**src/rtl/lock_pkg.sv**
```systemverilog
// Shared definitions for the canal lock sequencer.
//
// Contents:
//   state_t           controller states (9 states, 4-bit encoding)
//   PORT_CLOSED       value of a port-status input when that port is shut
//   OUTER_LEVEL,
//   INNER_LEVEL,
//   LOCK_RESET_LEVEL  nominal water levels used by the bench datapath
//   side_sel          picks the outer or inner flavour of a signal by direction
package lock_pkg;

  typedef enum logic [3:0] {
    IDLE,
    EQ_ENTRY,
    OPEN_ENTRY,
    ENTER,
    CLOSE_ENTRY,
    EQ_EXIT,
    OPEN_EXIT,
    EXIT,
    CLOSE_EXIT
  } state_t;

  localparam logic       PORT_CLOSED      = 1'b1;
  localparam logic [7:0] OUTER_LEVEL      = 8'd73;
  localparam logic [7:0] INNER_LEVEL      = 8'd49;
  localparam logic [7:0] LOCK_RESET_LEVEL = 8'd52;

  // dir=1 means the gondola enters from the outer side, so the outer
  // flavour of a signal belongs to the entry side.
  function automatic logic side_sel(input logic dir, input logic outer_v,
                                    input logic inner_v);
    return dir ? outer_v : inner_v;
  endfunction

endpackage

```
**src/rtl/water_window_cmp.sv**
```systemverilog
// Water level window comparator.
//
// Classifies the lock level against a target with a tolerance band of
// +/-TOL. The band edges saturate at 0 and 255 so the compare never wraps.
//
// Ports:
//   level   in  8  current lock level
//   target  in  8  level the lock is being equalized to
//   below   out 1  level is under the band (needs filling)
//   above   out 1  level is over the band (needs draining)
//   match   out 1  level is inside the band
module water_window_cmp #(
  parameter int TOL = 2
) (
  input  logic [7:0] level,
  input  logic [7:0] target,
  output logic       below,
  output logic       above,
  output logic       match
);

  localparam logic [7:0] TOL8 = 8'(TOL);

  logic [7:0] lo;
  logic [7:0] hi;

  // Saturating band edges: clamp instead of letting target-TOL underflow or
  // target+TOL overflow.
  always_comb begin
    lo = (target < TOL8) ? 8'd0 : target - TOL8;
    hi = (target > (8'd255 - TOL8)) ? 8'd255 : target + TOL8;
  end

  assign below = level < lo;
  assign above = level > hi;
  assign match = ~below & ~above;

endmodule

```
**src/rtl/lock_sequencer.sv**
```systemverilog
// Canal lock transit sequencer.
//
// Arbitrates gondolas waiting at the outer and inner sides, equalizes the
// lock to the entry side, opens/closes the entry port around the gondola,
// then repeats for the exit side. Every output is registered.
//
// Build option: define LOCK_SEQ_STATS_EN to add the transit/abort counters.
//
// Ports:
//   clk             in  1  clock, rising edge
//   rst             in  1  asynchronous reset, active low
//   req_outer/inner in  1  gondola waiting at that side (level)
//   lock_water      in  8  lock chamber level
//   outer/inner_water in 8 levels outside each port
//   outer/inner_closed in 1 port status, 1=closed
//   gondola_inside  in  1  gondola is in the chamber
//   fill, drain     out 1  level commands to the datapath
//   outer/inner_cmd out 1  1=close that port
//   grant_outer/inner out 1 gondola on that side may enter
//   depart_ok       out 1  gondola may leave through the exit port
//   transit_done    out 1  one-cycle pulse when a transit completes
//   fault           out 1  sticky equalize timeout
//   transit_count   out 16 completed transits, wrapping (stats build only)
//   abort_count     out 8  aborted entries, saturating (stats build only)
module lock_sequencer
  import lock_pkg::*;
#(
  parameter int TOL           = 2,
  parameter int ENTER_TIMEOUT = 16,
  parameter int EQ_TIMEOUT    = 64,
  parameter int CW            = 7
) (
  input  logic        clk,
  input  logic        rst,
  input  logic        req_outer,
  input  logic        req_inner,
  input  logic [7:0]  lock_water,
  input  logic [7:0]  outer_water,
  input  logic [7:0]  inner_water,
  input  logic        outer_closed,
  input  logic        inner_closed,
  input  logic        gondola_inside,
  output logic        fill,
  output logic        drain,
  output logic        outer_cmd,
  output logic        inner_cmd,
  output logic        grant_outer,
  output logic        grant_inner,
  output logic        depart_ok,
  output logic        transit_done,
  output logic        fault
`ifdef LOCK_SEQ_STATS_EN
  ,
  output logic [15:0] transit_count,
  output logic [7:0]  abort_count
`endif
);

  localparam logic [CW-1:0] EQ_LAST    = CW'(EQ_TIMEOUT - 1);
  localparam logic [CW-1:0] ENTER_LAST = CW'(ENTER_TIMEOUT - 1);
  localparam logic [CW-1:0] CNT_MAX    = '1;

  state_t        state, state_next;
  logic          dir, dir_next;
  logic          last_outer, last_outer_next;
  logic          abort_flag, abort_next;
  logic [CW-1:0] cnt, cnt_next;
  logic          fault_next, done_next;
  logic          fill_next, drain_next;
  logic          outer_cmd_next, inner_cmd_next;
  logic          entry_open_next, exit_open_next;

  logic       served_req, entry_closed, exit_closed, both_closed;
  logic [7:0] target;
  logic       below, above, match;

  assign served_req   = side_sel(dir, req_outer, req_inner);
  assign entry_closed = side_sel(dir, outer_closed, inner_closed);
  assign exit_closed  = side_sel(dir, inner_closed, outer_closed);
  assign both_closed  = outer_closed & inner_closed;

  // One comparator serves both equalize phases; the exit phase aims at the
  // side opposite the entry.
  assign target = (state == EQ_EXIT) ? (dir ? inner_water : outer_water)
                                     : (dir ? outer_water : inner_water);

  water_window_cmp #(.TOL(TOL)) u_window (
    .level  (lock_water),
    .target (target),
    .below  (below),
    .above  (above),
    .match  (match)
  );

  // State register plus every registered output.
  always_ff @(posedge clk or negedge rst) begin
    if (!rst) begin
      state        <= IDLE;
      dir          <= 1'b0;
      last_outer   <= 1'b0;
      abort_flag   <= 1'b0;
      cnt          <= '0;
      fill         <= 1'b0;
      drain        <= 1'b0;
      outer_cmd    <= 1'b1;
      inner_cmd    <= 1'b1;
      grant_outer  <= 1'b0;
      grant_inner  <= 1'b0;
      depart_ok    <= 1'b0;
      transit_done <= 1'b0;
      fault        <= 1'b0;
    end else begin
      state        <= state_next;
      dir          <= dir_next;
      last_outer   <= last_outer_next;
      abort_flag   <= abort_next;
      cnt          <= cnt_next;
      fill         <= fill_next;
      drain        <= drain_next;
      outer_cmd    <= outer_cmd_next;
      inner_cmd    <= inner_cmd_next;
      grant_outer  <= (state_next == ENTER) & dir_next;
      grant_inner  <= (state_next == ENTER) & ~dir_next;
      depart_ok    <= (state_next == EXIT);
      transit_done <= done_next;
      fault        <= fault_next;
    end
  end

  // Next-state logic. Outputs are derived from the state being entered so
  // that the registered values line up with the state they belong to.
  always_comb begin
    state_next      = state;
    dir_next        = dir;
    last_outer_next = last_outer;
    abort_next      = abort_flag;
    fault_next      = fault;
    done_next       = 1'b0;
    fill_next       = 1'b0;
    drain_next      = 1'b0;

    case (state)
      IDLE: begin
        abort_next = 1'b0;
        if (!fault && (req_outer || req_inner)) begin
          // Contention goes to the side that was not served last.
          dir_next   = (req_outer && req_inner) ? ~last_outer : req_outer;
          state_next = EQ_ENTRY;
        end
      end
      EQ_ENTRY: begin
        if (!served_req) begin
          state_next = IDLE;
        end else if (match) begin
          state_next = OPEN_ENTRY;
        end else if (cnt == EQ_LAST) begin
          fault_next = 1'b1;
          state_next = IDLE;
        end else begin
          fill_next  = below & both_closed;
          drain_next = above & both_closed;
        end
      end
      OPEN_ENTRY: begin
        if (!served_req) begin
          abort_next = 1'b1;
          state_next = CLOSE_ENTRY;
        end else if (entry_closed != PORT_CLOSED) begin
          state_next = ENTER;
        end
      end
      ENTER: begin
        if (gondola_inside) begin
          state_next = CLOSE_ENTRY;
        end else if (cnt == ENTER_LAST || !served_req) begin
          abort_next = 1'b1;
          state_next = CLOSE_ENTRY;
        end
      end
      CLOSE_ENTRY: begin
        if (entry_closed == PORT_CLOSED)
          state_next = abort_flag ? IDLE : EQ_EXIT;
      end
      EQ_EXIT: begin
        // After a timeout the gondola is held here until reset.
        if (!fault) begin
          if (match) begin
            state_next = OPEN_EXIT;
          end else if (cnt == EQ_LAST) begin
            fault_next = 1'b1;
          end else begin
            fill_next  = below & both_closed;
            drain_next = above & both_closed;
          end
        end
      end
      OPEN_EXIT: begin
        if (exit_closed != PORT_CLOSED)
          state_next = EXIT;
      end
      EXIT: begin
        if (!gondola_inside)
          state_next = CLOSE_EXIT;
      end
      CLOSE_EXIT: begin
        if (exit_closed == PORT_CLOSED) begin
          done_next       = 1'b1;
          last_outer_next = dir;
          state_next      = IDLE;
        end
      end
      default: state_next = IDLE;
    endcase

    // At most one port is ever commanded open: entry port in the entry
    // phase, exit port in the exit phase.
    entry_open_next = (state_next == OPEN_ENTRY) || (state_next == ENTER);
    exit_open_next  = (state_next == OPEN_EXIT) || (state_next == EXIT);
    outer_cmd_next  = ~((entry_open_next & dir_next) | (exit_open_next & ~dir_next));
    inner_cmd_next  = ~((entry_open_next & ~dir_next) | (exit_open_next & dir_next));

    if (state_next != state)
      cnt_next = '0;
    else if (cnt == CNT_MAX)
      cnt_next = cnt;
    else
      cnt_next = cnt + CW'(1);
  end

`ifdef LOCK_SEQ_STATS_EN
  // Transit count wraps; abort count sticks at its maximum.
  always_ff @(posedge clk or negedge rst) begin
    if (!rst) begin
      transit_count <= 16'd0;
      abort_count   <= 8'd0;
    end else begin
      if (done_next)
        transit_count <= transit_count + 16'd1;
      if (state == CLOSE_ENTRY && state_next == IDLE && abort_count != 8'hFF)
        abort_count <= abort_count + 8'd1;
    end
  end
`endif

endmodule

```
**config.mk**
```make
export PLATFORM = sky130hd
export DESIGN_NAME = lock_sequencer
export DESIGN_NICKNAME = d
export VERILOG_FILES = /design/src/rtl/lock_pkg.sv /design/src/rtl/water_window_cmp.sv /design/src/rtl/lock_sequencer.sv
export SDC_FILE = /design/constraint.sdc
export NUM_CORES = 1
export LEC_CHECK = 0
export ABC_AREA = 1
export ABC_CLOCK_PERIOD_IN_PS = 5200
export BUFFER_PORTS_ARGS = -buffer_cell sky130_fd_sc_hd__buf_2
export CAP_MARGIN = 15
export CORE_MARGIN = 2
export CORE_UTILIZATION = 61
export CTS_CLUSTER_SIZE = 8
export DETAILED_ROUTE_END_ITERATION = 12
export PLACE_DENSITY = 0.83
export SYNTH_ARGS = -nofsm -noshare
export SYNTH_HDL_FRONTEND = slang
export SYNTH_SLANG_ARGS = --single-unit
```
**constraint.sdc**
```tcl
create_clock -name clk -period 5.2 [get_ports clk]
set_input_delay 1.04 -clock clk [delete_from_list [all_inputs] [get_ports clk]]
set_output_delay 1.04 -clock clk [all_outputs]
set_load 0.005 [all_outputs]
```
### Word-level counts from Yosys, hierarchy flattened

Index checks and enable logic that the tools add are counted.

* muxes and demuxes: 52
* reductions and logical operators: 14
* bitwise operators: 18
* order comparisons: 4
* equal/unequal tests: 23
* add/subtract/negate cells: 3

Operators by type and width (count)
* 2-to-1 mux 4 bit: 14
* 2-to-1 mux 8 bit: 5
* one-hot mux 4 bit (9 select lines): 1
* 2-to-1 mux 1 bit: 25
* equality test 4 x 3 -> 1 bit (second input constant): 6
* equality test 4 x 2 -> 1 bit (second input constant): 4
* 2-to-1 mux 7 bit: 2
* != test 2 bit (second input constant): 7
* bitwise AND 1 bit: 10
* adder 8 x 2 -> 8 bit (second input constant): 1
* greater-than comparator 8 bit: 1
* greater-than comparator 8 bit (second input constant): 1
* less-than comparator 8 x 2 -> 1 bit (second input constant): 1
* less-than comparator 8 bit: 1
* AND reduction 4 bit: 2
* subtractor 8 x 2 -> 8 bit (second input constant): 1
* adder 7 x 1 -> 7 bit (second input constant): 1
* equality test 7 x 4 -> 1 bit (second input constant): 1
* equality test 7 x 6 -> 1 bit (second input constant): 1
* equality test 7 bit (second input constant): 1
* NOT 1 bit: 6
* one-hot mux 1 bit (2 select lines): 3
* equality test 4 x 1 -> 1 bit (second input constant): 1
* equality test 4 bit (second input constant): 1
* 11 further kinds: 17

* register bits after elaboration: 23
* output and inout port bits: 9
* bits of input ports: 31

### Depth between registers and ports, before layout

Gate-level depths: netlist of the first run.

* depth after elaboration: 15
* gate-level depth with buffers: 28
* depth with buffers taken out: 27

### Hierarchy

A second synthesis of the first run with hierarchy kept.

* cells, all modules: 299
* area, all modules: 2067.0 sq um

By module, submodules not included
* lock_sequencer: area an instance 1376.3 sq um, cells an instance 180, times used 1, sequential area each 578.1 sq um
* water_window_cmp: area an instance 690.7 sq um, cells an instance 119, times used 1, sequential area each 0.0 sq um

### Worst setup path before layout of the first run

No wires, ideal clock.

* kind: input -> register
* start point: input outer_water[1]
* end point: register cnt[0]
* arrival time: 3.519 ns
* data required time: 5.079 ns
* stages on the path: 25
* path slack: 1.561 ns
* path buffers: 0
* setup time: 0.121 ns
* cell sequence: inv_1 > o21ai_0 > nand2_1 > nand2_1 > nand2_1 > nor2_1 > inv_1 > nor2_1 > nand2_1 > nor2_1 > inv_1 > nand2_1 > inv_1 > ha_1 > a21oi_1 > o21a_1 > o221ai_1 > o21ai_0 > nand3_1 > nand2_1 > nand3_2 > nand2_1 > nand2_2 > nand2_4 > nor2_2

* longest elaborated chain between the ends: 12

RTL lines
* start: declaration: line lock_sequencer.sv:38 `input logic [7:0] outer_water,`
* 2-to-1 mux 8 bit, on equally long branches: line lock_sequencer.sv:85, lock_sequencer.sv:84
* 2-to-1 mux 8 bit (*): line lock_sequencer.sv:84 `assign target = (state == EQ_EXIT) ? (dir ? inner_water : outer_water)`
* subtractor 8 x 2 -> 8 bit, or another cell as far along: line water_window_cmp.sv:30 `lo = (target < TOL8) ? 8'd0 : target - TOL8;`
* 2-to-1 mux 8 bit, on equally long branches: line water_window_cmp.sv:30, water_window_cmp.sv:31
* less-than comparator 8 bit or greater-than comparator 8 bit (tied branches): line water_window_cmp.sv:34, water_window_cmp.sv:35
* NOT 1 bit: line water_window_cmp.sv:36 `assign match = ~below & ~above;`
* bitwise AND 1 bit (*): line water_window_cmp.sv:36
* 2-to-1 mux 4 bit, on equally long branches: line lock_sequencer.sv:187, lock_sequencer.sv:154
* 2-to-1 mux 4 bit, on equally long branches: line lock_sequencer.sv:186, lock_sequencer.sv:152
* one-hot mux 4 bit (9 select lines) (*): line lock_sequencer.sv:142 `case (state)`
* named net state_next[0]: line lock_sequencer.sv:63 `state_t state, state_next;`
* != test 4 bit (*): line lock_sequencer.sv:222 `if (state_next != state)`
* != test 2 bit (no source line) or 2-to-1 mux 7 bit (tied branches)
* end signal: assignment: line lock_sequencer.sv:117 `cnt <= cnt_next;`
* end: declaration: line lock_sequencer.sv:67 `logic [CW-1:0] cnt, cnt_next;`

Mark *: on every way through the listed nets, which the timed path passes. The rest lies on a longest branch.
A chain may end at the register's enable or synchronous reset.

### Final worst setup path of the first run

* start point: register dir
* end point: register cnt[1]

* longest elaborated chain between the ends: 12

RTL lines
* start: declaration: line lock_sequencer.sv:64 `logic dir, dir_next;`
* start signal: assignment: line lock_sequencer.sv:114 `dir <= dir_next;`
* 2-to-1 mux 8 bit, on equally long branches: line lock_sequencer.sv:85, lock_sequencer.sv:84
* 2-to-1 mux 8 bit: line lock_sequencer.sv:84
* subtractor 8 x 2 -> 8 bit, or another cell as far along: line water_window_cmp.sv:30
* 2-to-1 mux 8 bit, on equally long branches: line water_window_cmp.sv:30, water_window_cmp.sv:31
* less-than comparator 8 bit or greater-than comparator 8 bit (tied branches): line water_window_cmp.sv:34, water_window_cmp.sv:35
* NOT 1 bit: line water_window_cmp.sv:36
* bitwise AND 1 bit: line water_window_cmp.sv:36
* 2-to-1 mux 4 bit, on equally long branches: line lock_sequencer.sv:187, lock_sequencer.sv:154
* 2-to-1 mux 4 bit, on equally long branches: line lock_sequencer.sv:186, lock_sequencer.sv:152
* one-hot mux 4 bit (9 select lines) (*): line lock_sequencer.sv:142
* named net state_next[0]: line lock_sequencer.sv:63
* != test 4 bit (*): line lock_sequencer.sv:222
* != test 2 bit (no source line) or 2-to-1 mux 7 bit (tied branches)

Marked as above.

==> run metrics, run 1 <==
crit share post-route 0.782; hold buffers post-CTS 0; Syn. warnings 0; max cap viols 0; CTS max path bufs 2; CTS resizes 0; area leader, netlist dfrtp_1; delay-heaviest family, CP simple AND/OR/NAND/NOR gates; min-delay worst type flip-flop to flip-flop; clk sinks 23; vias per inst 5.41; antenna viol nets, final 0; Hold EP last_outer$_DFFE_PN0P_; crit path DAT 4280 ps; Mapped Area 2190 um^2; #FFs+latches synth 23; DRC Markers 0; largest net degree at the start of global routing 24; status finished clean; vias 2,260; hold path cells 2; dpl cells 414; DRT Pass-1 Iters 6; critical path capture point type flip-flop; initial drt markers 135; post-synthesis sequential area ratio 0.264; core area 3390 um^2; FF-to-FF End cnt[1]$_DFFE_PN0P_; Hold Startpoint last_outer$_DFFE_PN0P_; Slew @ Worst Pin 559 ps; Fin. Hold Viols 0; fillers 276; Clock Latency Late Sink 310 ps; Slowest cell on crit path dfrtp_1; RSZ-0062 raised after global routing no; first-pass GRT wire length 8860 um; multiplexer area fraction after synthesis 0.0137; CTS tree done; syn avg cell area 6.58 um^2; share of layout cells above drive strength 1 0.215; n_diodes 0; synth top area cells dfrtp_1 (24%), nand2_1 (14%), ha_1 (9.1%); Simple-Gate Fraction of Synth Area 0.370; Startpoint Class flip-flop; Synth Instances 333; Synth Area in Compound Gates 0.150; num rows 21; Worst Skew 8.80 ps; Largest regs cnt (7), state (4); Die H 63.9 um; CTS Buf Count 3; area of the die 4090 um^2; Cell variety after synth 36; vias in the first global route 2,204; Reg with most FFs cnt; crit path max fanout 22; Tot GR Track Use 0.262; Layout Nets 420; Tmin final 4070 ps; Leak Pwr 0.00135 uW; Critical Path Max Stage Delay 730 ps; Setup TNS 0 ps; Die W 63.9 um; htree depth 1; Clock Tree Root clkbuf_4; Area Growth Syn to Fin 11.5%; Worst Path Required 5410 ps; Non-Filler Instances 418; DP HPWL 3900 um; Post-CTS Setup Inserts 0; initial core utilization 0.647; share of the synthesized area in the top cell type 0.240; gr ovfl total 0; max reg flops 7; Port Buf Inserts 39; initial antenna violation count 0; r2r setup slk 1130 ps; syn nets 380; critical path class flip-flop to flip-flop; Synth Area in Adders 0.0913; routed length per instance 11.6 um; buffers plus inverters on the worst setup path 4; register area 578 um^2; Pwr per Cell Area 264 nW/um^2; Fmax achieved 0.246 GHz; max-slew violation count 0; IO Count 40; final WL 4870 um; combined area of the multi-input logic cells 1400 um^2; RD Place Congestion 0.966; Worst VDD drop 0.203 mV; Worst-path clk slew 130 ps; reg2reg start dir$_DFF_PN0_; final setup violation count 0; worst slew margin relative to its limit 0.623; worst reg-to-reg path cell count 25; Post-Synth XOR/XNOR Area 0.0160; largest family of logic cells by synthesized area simple AND/OR/NAND/NOR gates; most used cell, CP nand2_1
worst max-delay path by stage:
stage	startpoint	end	slack (ps)	cells past startpoint
2_1_floorplan	outer_water[1]	cnt[0]$_DFFE_PN0P_	1560	25
3_3_place_gp	outer_water[1]	grant_inner$_DFF_PN0_	1210	25
3_5_place_dp	outer_water[1]	grant_inner$_DFF_PN0_	1080	25
4_1_cts	dir$_DFF_PN0_	grant_inner$_DFF_PN0_	1190	24
5_1_grt	dir$_DFF_PN0_	grant_inner$_DFF_PN0_	490	24
6_report	dir$_DFF_PN0_	cnt[1]$_DFFE_PN0P_	1130	25
layout make-up:
| type | instances | share of cell area |
|---|---|---|
| Clock buffer | 4 | 0.0107 |
| Inverter | 49 | 0.0752 |
| Multi-Input combinational cell | 257 | 0.574 |
| Sequential cell | 23 | 0.236 |
| Tap cell | 46 | 0.0235 |
| Timing Repair Buffer | 39 | 0.0798 |
power by group:
part	leakage (uW)	internal (uW)	total [uW]	switching (uW)
sequential	0.000299	201	221	20.0
combinational	0.00103	122	341	219
clock	0.0000150	30.0	83.5	53.5
synth_stat cells, drive strengths merged:
master / instances
nand2: 102
xor2: 2
a221oi: 1
a31oi: 1
o21bai: 2
dfrtp: 21
o21ai: 28
o31ai: 1
or2: 2
a21oi: 14
nand4: 4
nor3: 5
dfstp: 2
mux2i: 3
ha: 16
xnor2: 2
a211oi: 1
o221ai: 1
nand3: 13
buf: 4
o21a: 1
o211ai: 2
nand3b: 1
a22oi: 2
inv: 49
o41ai: 1
o2111ai: 2
nor2: 50
worst reg2reg max path, delay by kind of cell (launching register included):
family / cells / cell delay (ps)
compound gates: 5 / 850
fa+ha+maj: 1 / 290
buf+inv: 4 / 470
flops: 1 / 730
simple gates: 15 / 1640
placed cells by master, fill, tap and decap left out, types with 2 or more instances in the layout:
cell type  count
nand2_1       84
inv_1         44
nor2_1        40
buf_2         39
o21ai_0       26
dfrtp_1       21
ha_1          16
nand2_2       15
a21oi_1       14
nand3_1       12
nor2_2         7
inv_2          5
nor3_1         5
nand4_1        4
nor2_4         3
nand2_4        3
mux2i_1        3
clkbuf_4       3
o21ai_1        2
or2_2          2
o2111ai_1      2
o211ai_1       2
o21bai_1       2
xor2_1         2
a22oi_1        2
xnor2_1        2
dfstp_2        2
cells by family after synthesis:
| family | after synthesis |
|---|---|
| buffers and inverters | 53 |
| multiplexers | 3 |
| AO/OA/AOI/OAI | 57 |
| flip-flops | 23 |
| XOR/XNOR | 4 |
| adder cells (fa/ha/maj) | 16 |
| AND/OR/NAND/NOR | 177 |
routing by layer:
metal | vias up | GRT usage | routed length (um)
li1 | 1160 | - | -
met2 | 86 | 0.493 | 2430
met3 | 6 | 0.0229 | 325
met5 | - | 0 | 0
met1 | 1008 | 0.319 | 2070
met4 | 0 | 0.0598 | 37
per-stage QoR:
step	worst slack, ps	total power [uW]	cell area, um^2	utilization	hold WS, ps
after global placement	1210	557	2420	0.714	519
after CTS	1190	645	2440	0.721	567
after detailed placement	1080	563	2420	0.714	538
final	1130	645	2440	0.721	564
after global routing	492	704	2440	0.721	601
after floorplan	1560	488	2190	-	495
(Power assumes the default switching activity.)
==> inputs of run 2 (changes only) <==
Settings changed: ABC_CLOCK_PERIOD_IN_PS 5200 to 4070, CORE_UTILIZATION 61 to 56, PLACE_DENSITY 0.83 to 0.77.
Clock period 5.2 ns to 4.07 ns, I/O delays scaled along.
==> run metrics, run 2 (synthesis gave the netlist of run 1 again) <==
max cap viols 0; RD Place Congestion 0.899; initial drt markers 144; fillers 362; Port Buf Inserts 39; Largest regs cnt (7), state (4); Leak Pwr 0.00136 uW; crit path DAT 3800 ps; status finished clean; share of layout cells above drive strength 1 0.225; num rows 22; dpl cells 418; antenna viol nets, final 0; vias in the first global route 2,074; vias per inst 5.26; Clock Tree Root clkbuf_8; r2r setup slk 420 ps; min-delay worst type input port to async pin; crit share post-route 0.897; DP HPWL 4030 um; IO Count 40; htree depth 1; FF-to-FF End cnt[2]$_DFFE_PN0P_; core area 3720 um^2; CTS max path bufs 2; worst slew margin relative to its limit 0.659; max-slew violation count 0; Layout Nets 422; n_diodes 0; final WL 4980 um; Worst-path clk slew 80 ps; leading cell type in the layout, fill and taps excluded nand2_1; commonest non-fill, non-tap cells in the layout nand2_1 (84), inv_1 (44), nor2_1 (40), buf_2 (39), o21ai_0 (25); Non-Filler Instances 422; largest net degree at the start of global routing 24; critical path capture point type flip-flop; cell area after layout 2480 um^2; RSZ-0062 raised after global routing no; Worst Path Required 4220 ps; CTS Buf Count 3; Slew @ Worst Pin 512 ps; final setup violation count 0; Area Growth Syn to Fin 13.3%; Startpoint Class input port; Tmin final 3650 ps; vias 2,218; initial core utilization 0.590; crit path max fanout 7; hold slack 507 ps; Worst VDD drop 0.305 mV; Worst Skew 7.03 ps; Die H 66.6 um; Die W 66.6 um; routed length per instance 11.8 um; initial antenna violation count 0; Fin. Hold Viols 0; area of the die 4430 um^2; reg2reg start state[0]$_DFF_PN0_; worst reg-to-reg path cell count 26; DRT Pass-1 Iters 4; CTS tree done; DRC Markers 0; Fmax achieved 0.274 GHz; first-pass GRT wire length 8470 um; Reg with most FFs cnt; clk sinks 23; Pwr per Cell Area 348 nW/um^2; critical path class input port to flip-flop; Setup TNS 0 ps; Final Util 0.668; DP Area 2440 um^2; gr ovfl total 0; Tot GR Track Use 0.244; max reg flops 7; Clock Latency Late Sink 260 ps
## run 2: per-layer routing
metal,up-vias,part of all wire,GRT usage
li1,1159,-,-
met3,9,0.044,0.0203
met2,54,0.49,0.453
met5,-,0,0
met1,996,0.45,0.300
met4,0,0.016,0.0663
## run 2: stage by stage
stage / setup WS, ps / total power [uW]
floorplan: 657 / 623
finish: 419 / 863
detailed placement: 163 / 726
global placement: 314 / 716
global route: 35.7 / 942
CTS: 390 / 865
## run 2: where the power goes
part	internal [uW]	leakage, uW	total (uW)	switching (uW)
sequential	257	0.000297	283	26.1
clock	68.3	0.0000255	138	69.8
combinational	158	0.00104	442	284
## run 2: worst max-delay path by stage
| stage | startpoint | end | slack [ps] | cells after the start |
|---|---|---|---|---|
| 2_1_floorplan | outer_water[1] | cnt[0]$_DFFE_PN0P_ | 660 | 25 |
| 4_1_cts | state[0]$_DFF_PN0_ | cnt[2]$_DFFE_PN0P_ | 390 | 27 |
| 3_3_place_gp | outer_water[1] | cnt[1]$_DFFE_PN0P_ | 310 | 24 |
| 6_report | outer_water[1] | cnt[2]$_DFFE_PN0P_ | 420 | 26 |
| 3_5_place_dp | outer_water[1] | cnt[2]$_DFFE_PN0P_ | 160 | 26 |
| 5_1_grt | state[0]$_DFF_PN0_ | cnt[0]$_DFFE_PN0P_ | 40 | 26 |
## run 2: layout make-up
type | instances | area [um^2] | area share
flip-flops and latches | 23 | 579 | 0.233
inverters | 49 | 184 | 0.0741
clock buffers | 3 | 41.3 | 0.0166
multi-input cells | 257 | 1400 | 0.565
well taps | 48 | 60.1 | 0.0242
clock inverters | 1 | 5.00 | 0.00202
repair buffers | 41 | 210 | 0.0846
## run 2: what timing repair did
action | 4_1_cts | 5_1_grt
setup endpoints to repair | 0 | 9
hold buffers | 0 | 0
gates resized for setup | 0 | 2
buffers inserted | 0 | 0
## run 2: worst max-delay path, stage by stage
cell	delay, ps
buf_2	80
inv_1	30
o21ai_0	150
nand2_1	70
nand2_1	160
nand2_1	110
nor2_1	100
inv_1	70
nor2_1	180
nand2_1	130
nor2_1	140
inv_1	100
nand2_1	70
inv_1	40
ha_1	290
a21oi_1	150
o21a_1	130
o221ai_1	90
o21ai_1	210
nand3_1	120
nand2_1	120
nand3_2	100
nand2_1	90
nand2_2	70
nand2_4	130
nor2_2	40
==> inputs of run 3 (changes only) <==
--- a/config.mk
+++ b/config.mk
@@ -15,3 +15,3 @@
 export DETAILED_ROUTE_END_ITERATION = 12
-export PLACE_DENSITY = 0.77
+export PLACE_DENSITY = 0.87
 export SYNTH_ARGS = -nofsm -noshare
--- a/constraint.sdc
+++ b/constraint.sdc
@@ -3,2 +3,2 @@
 set_output_delay 0.814 -clock clk [all_outputs]
-set_load 0.005 [all_outputs]
+set_load 0.01 [all_outputs]
==> run metrics, run 3 (synthesis gave the netlist of run 1 again) <==
Leak Pwr 0.00136 uW; crit path DAT 3800 ps; worst reg-to-reg path cell count 27; vias per inst 5.33; share of layout cells above drive strength 1 0.230; area of the die 4430 um^2; core area 3720 um^2; Die H 66.6 um; CTS Buf Count 3; status finished clean; initial antenna violation count 0; Tmin final 3650 ps; CTS resizes 0; Worst Path Required 4220 ps; Worst Skew 8.52 ps; pre-CTS setup slack 167 ps; worst setup margin 419 ps; Slew @ Worst Pin 518 ps; Area Growth Syn to Fin 13.6%; crit share post-route 0.897; combined area of the multi-input logic cells 1410 um^2; max-slew violation count 0; r2r setup slk 420 ps; DRC Markers 0; IO Count 40; reg2reg start state[1]$_DFF_PN0_; worst slew margin relative to its limit 0.655; n_diodes 0; htree depth 1; DRT Pass-1 Iters 4; min-delay worst type input port to async pin; crit path to grant_inner$_DFF_PN0_; antenna viol nets, final 0; clk sinks 23; Clock Latency Late Sink 270 ps; Post-CTS Setup Inserts 0; Fmax achieved 0.274 GHz; critical path capture point type flip-flop; FF-to-FF End grant_inner$_DFF_PN0_; Reg with most FFs cnt; max cap viols 0; critical path class flip-flop to flip-flop; RD Place Congestion 0.903; largest net degree at the start of global routing 24; hold slack 502 ps; DP HPWL 4080 um; crit path max fanout 11; DP Area 2440 um^2; num rows 22; Layout Nets 422; Tot GR Track Use 0.250; vias in the first global route 2,146; crit path from state[1]$_DFF_PN0_; CTS tree done; Die W 66.6 um; hold buffers post-CTS 0; fillers 319; Fin. Hold Viols 0; first-pass GRT wire length 8630 um; Clock Tree Root clkbuf_8; Setup TNS 0 ps; CTS max path bufs 2; Port Buf Inserts 39; routed length per instance 12.0 um; commonest non-fill, non-tap cells in the layout nand2_1 (84), inv_1 (44), nor2_1 (40), buf_2 (39), o21ai_0 (25); cell area after layout 2490 um^2; RSZ-0062 raised after global routing no; Worst VDD drop 0.335 mV; Pwr per Cell Area 350 nW/um^2; gr ovfl total 0; Largest regs cnt (7), state (4); register area 581 um^2; max reg flops 7; initial core utilization 0.590; leading cell type in the layout, fill and taps excluded nand2_1; Startpoint Class flip-flop; final setup violation count 0; final WL 5070 um; vias 2,250; initial drt markers 132; Worst-path clk slew 80 ps
[run 3: metal layers]
| layer | routed length, um | vias up | GRT usage |
|---|---|---|---|
| met4 | 76 | 0 | 0.0791 |
| li1 | - | 1156 | - |
| met1 | 2140 | 1015 | 0.289 |
| met3 | 241 | 7 | 0.0253 |
| met5 | 0 | - | 0 |
| met2 | 2610 | 72 | 0.475 |
[run 3: worst min path at each step]
stage | from | to | slack [ps] | depth (start not counted)
floorplan | last_outer$_DFFE_PN0P_ | last_outer$_DFFE_PN0P_ | 500 | 2
global placement | last_outer$_DFFE_PN0P_ | last_outer$_DFFE_PN0P_ | 520 | 2
detailed placement | fault$_DFFE_PN0P_ | fault$_DFFE_PN0P_ | 540 | 2
CTS | rst | state[3]$_DFF_PN0_ | 520 | 1
global route | rst | depart_ok$_DFF_PN0_ | 550 | 1
finish | rst | state[3]$_DFF_PN0_ | 500 | 1
[run 3: power by group]
part           total (uW)  internal, uW  switching [uW]
Clock                 143          68.5            74.6
Sequential            284           257            26.5
Combinational         445           159             286
[run 3: worst max-delay path, stage by stage (launching register included)]
cell	delay [ps]
dfrtp_1	450
inv_2	100
nand2_2	100
nor2_4	50
buf_4	180
nand2_1	90
nand2_2	70
inv_1	70
nand2_1	80
nor2_1	90
inv_1	60
nor2_1	180
nand2_1	130
nor2_1	150
inv_1	100
nand2_1	70
inv_1	40
ha_1	300
nand2_1	60
o21a_1	180
o221ai_1	180
o21ai_2	130
nand2_2	110
inv_1	70
o21bai_1	180
nand3_1	150
nand2_1	120
nor2_1	50
[run 3: area by class of cell]
class,instances,area share
clock inverter,1,0.00201
multi-input combinational,257,0.565
sequential,23,0.233
inverter,49,0.0748
tap,48,0.0241
timing repair buffer,41,0.0844
clock buffer,3,0.0166
[run 3: through the flow]
| step | power [uW] | instances | util |
|---|---|---|---|
| floorplan | 625 | 333 | - |
| global placement | 713 | 418 | 0.656 |
| detailed placement | 728 | 418 | 0.656 |
| CTS | 874 | 422 | 0.668 |
| global route | 946 | 422 | 0.670 |
| finish | 871 | 422 | 0.670 |
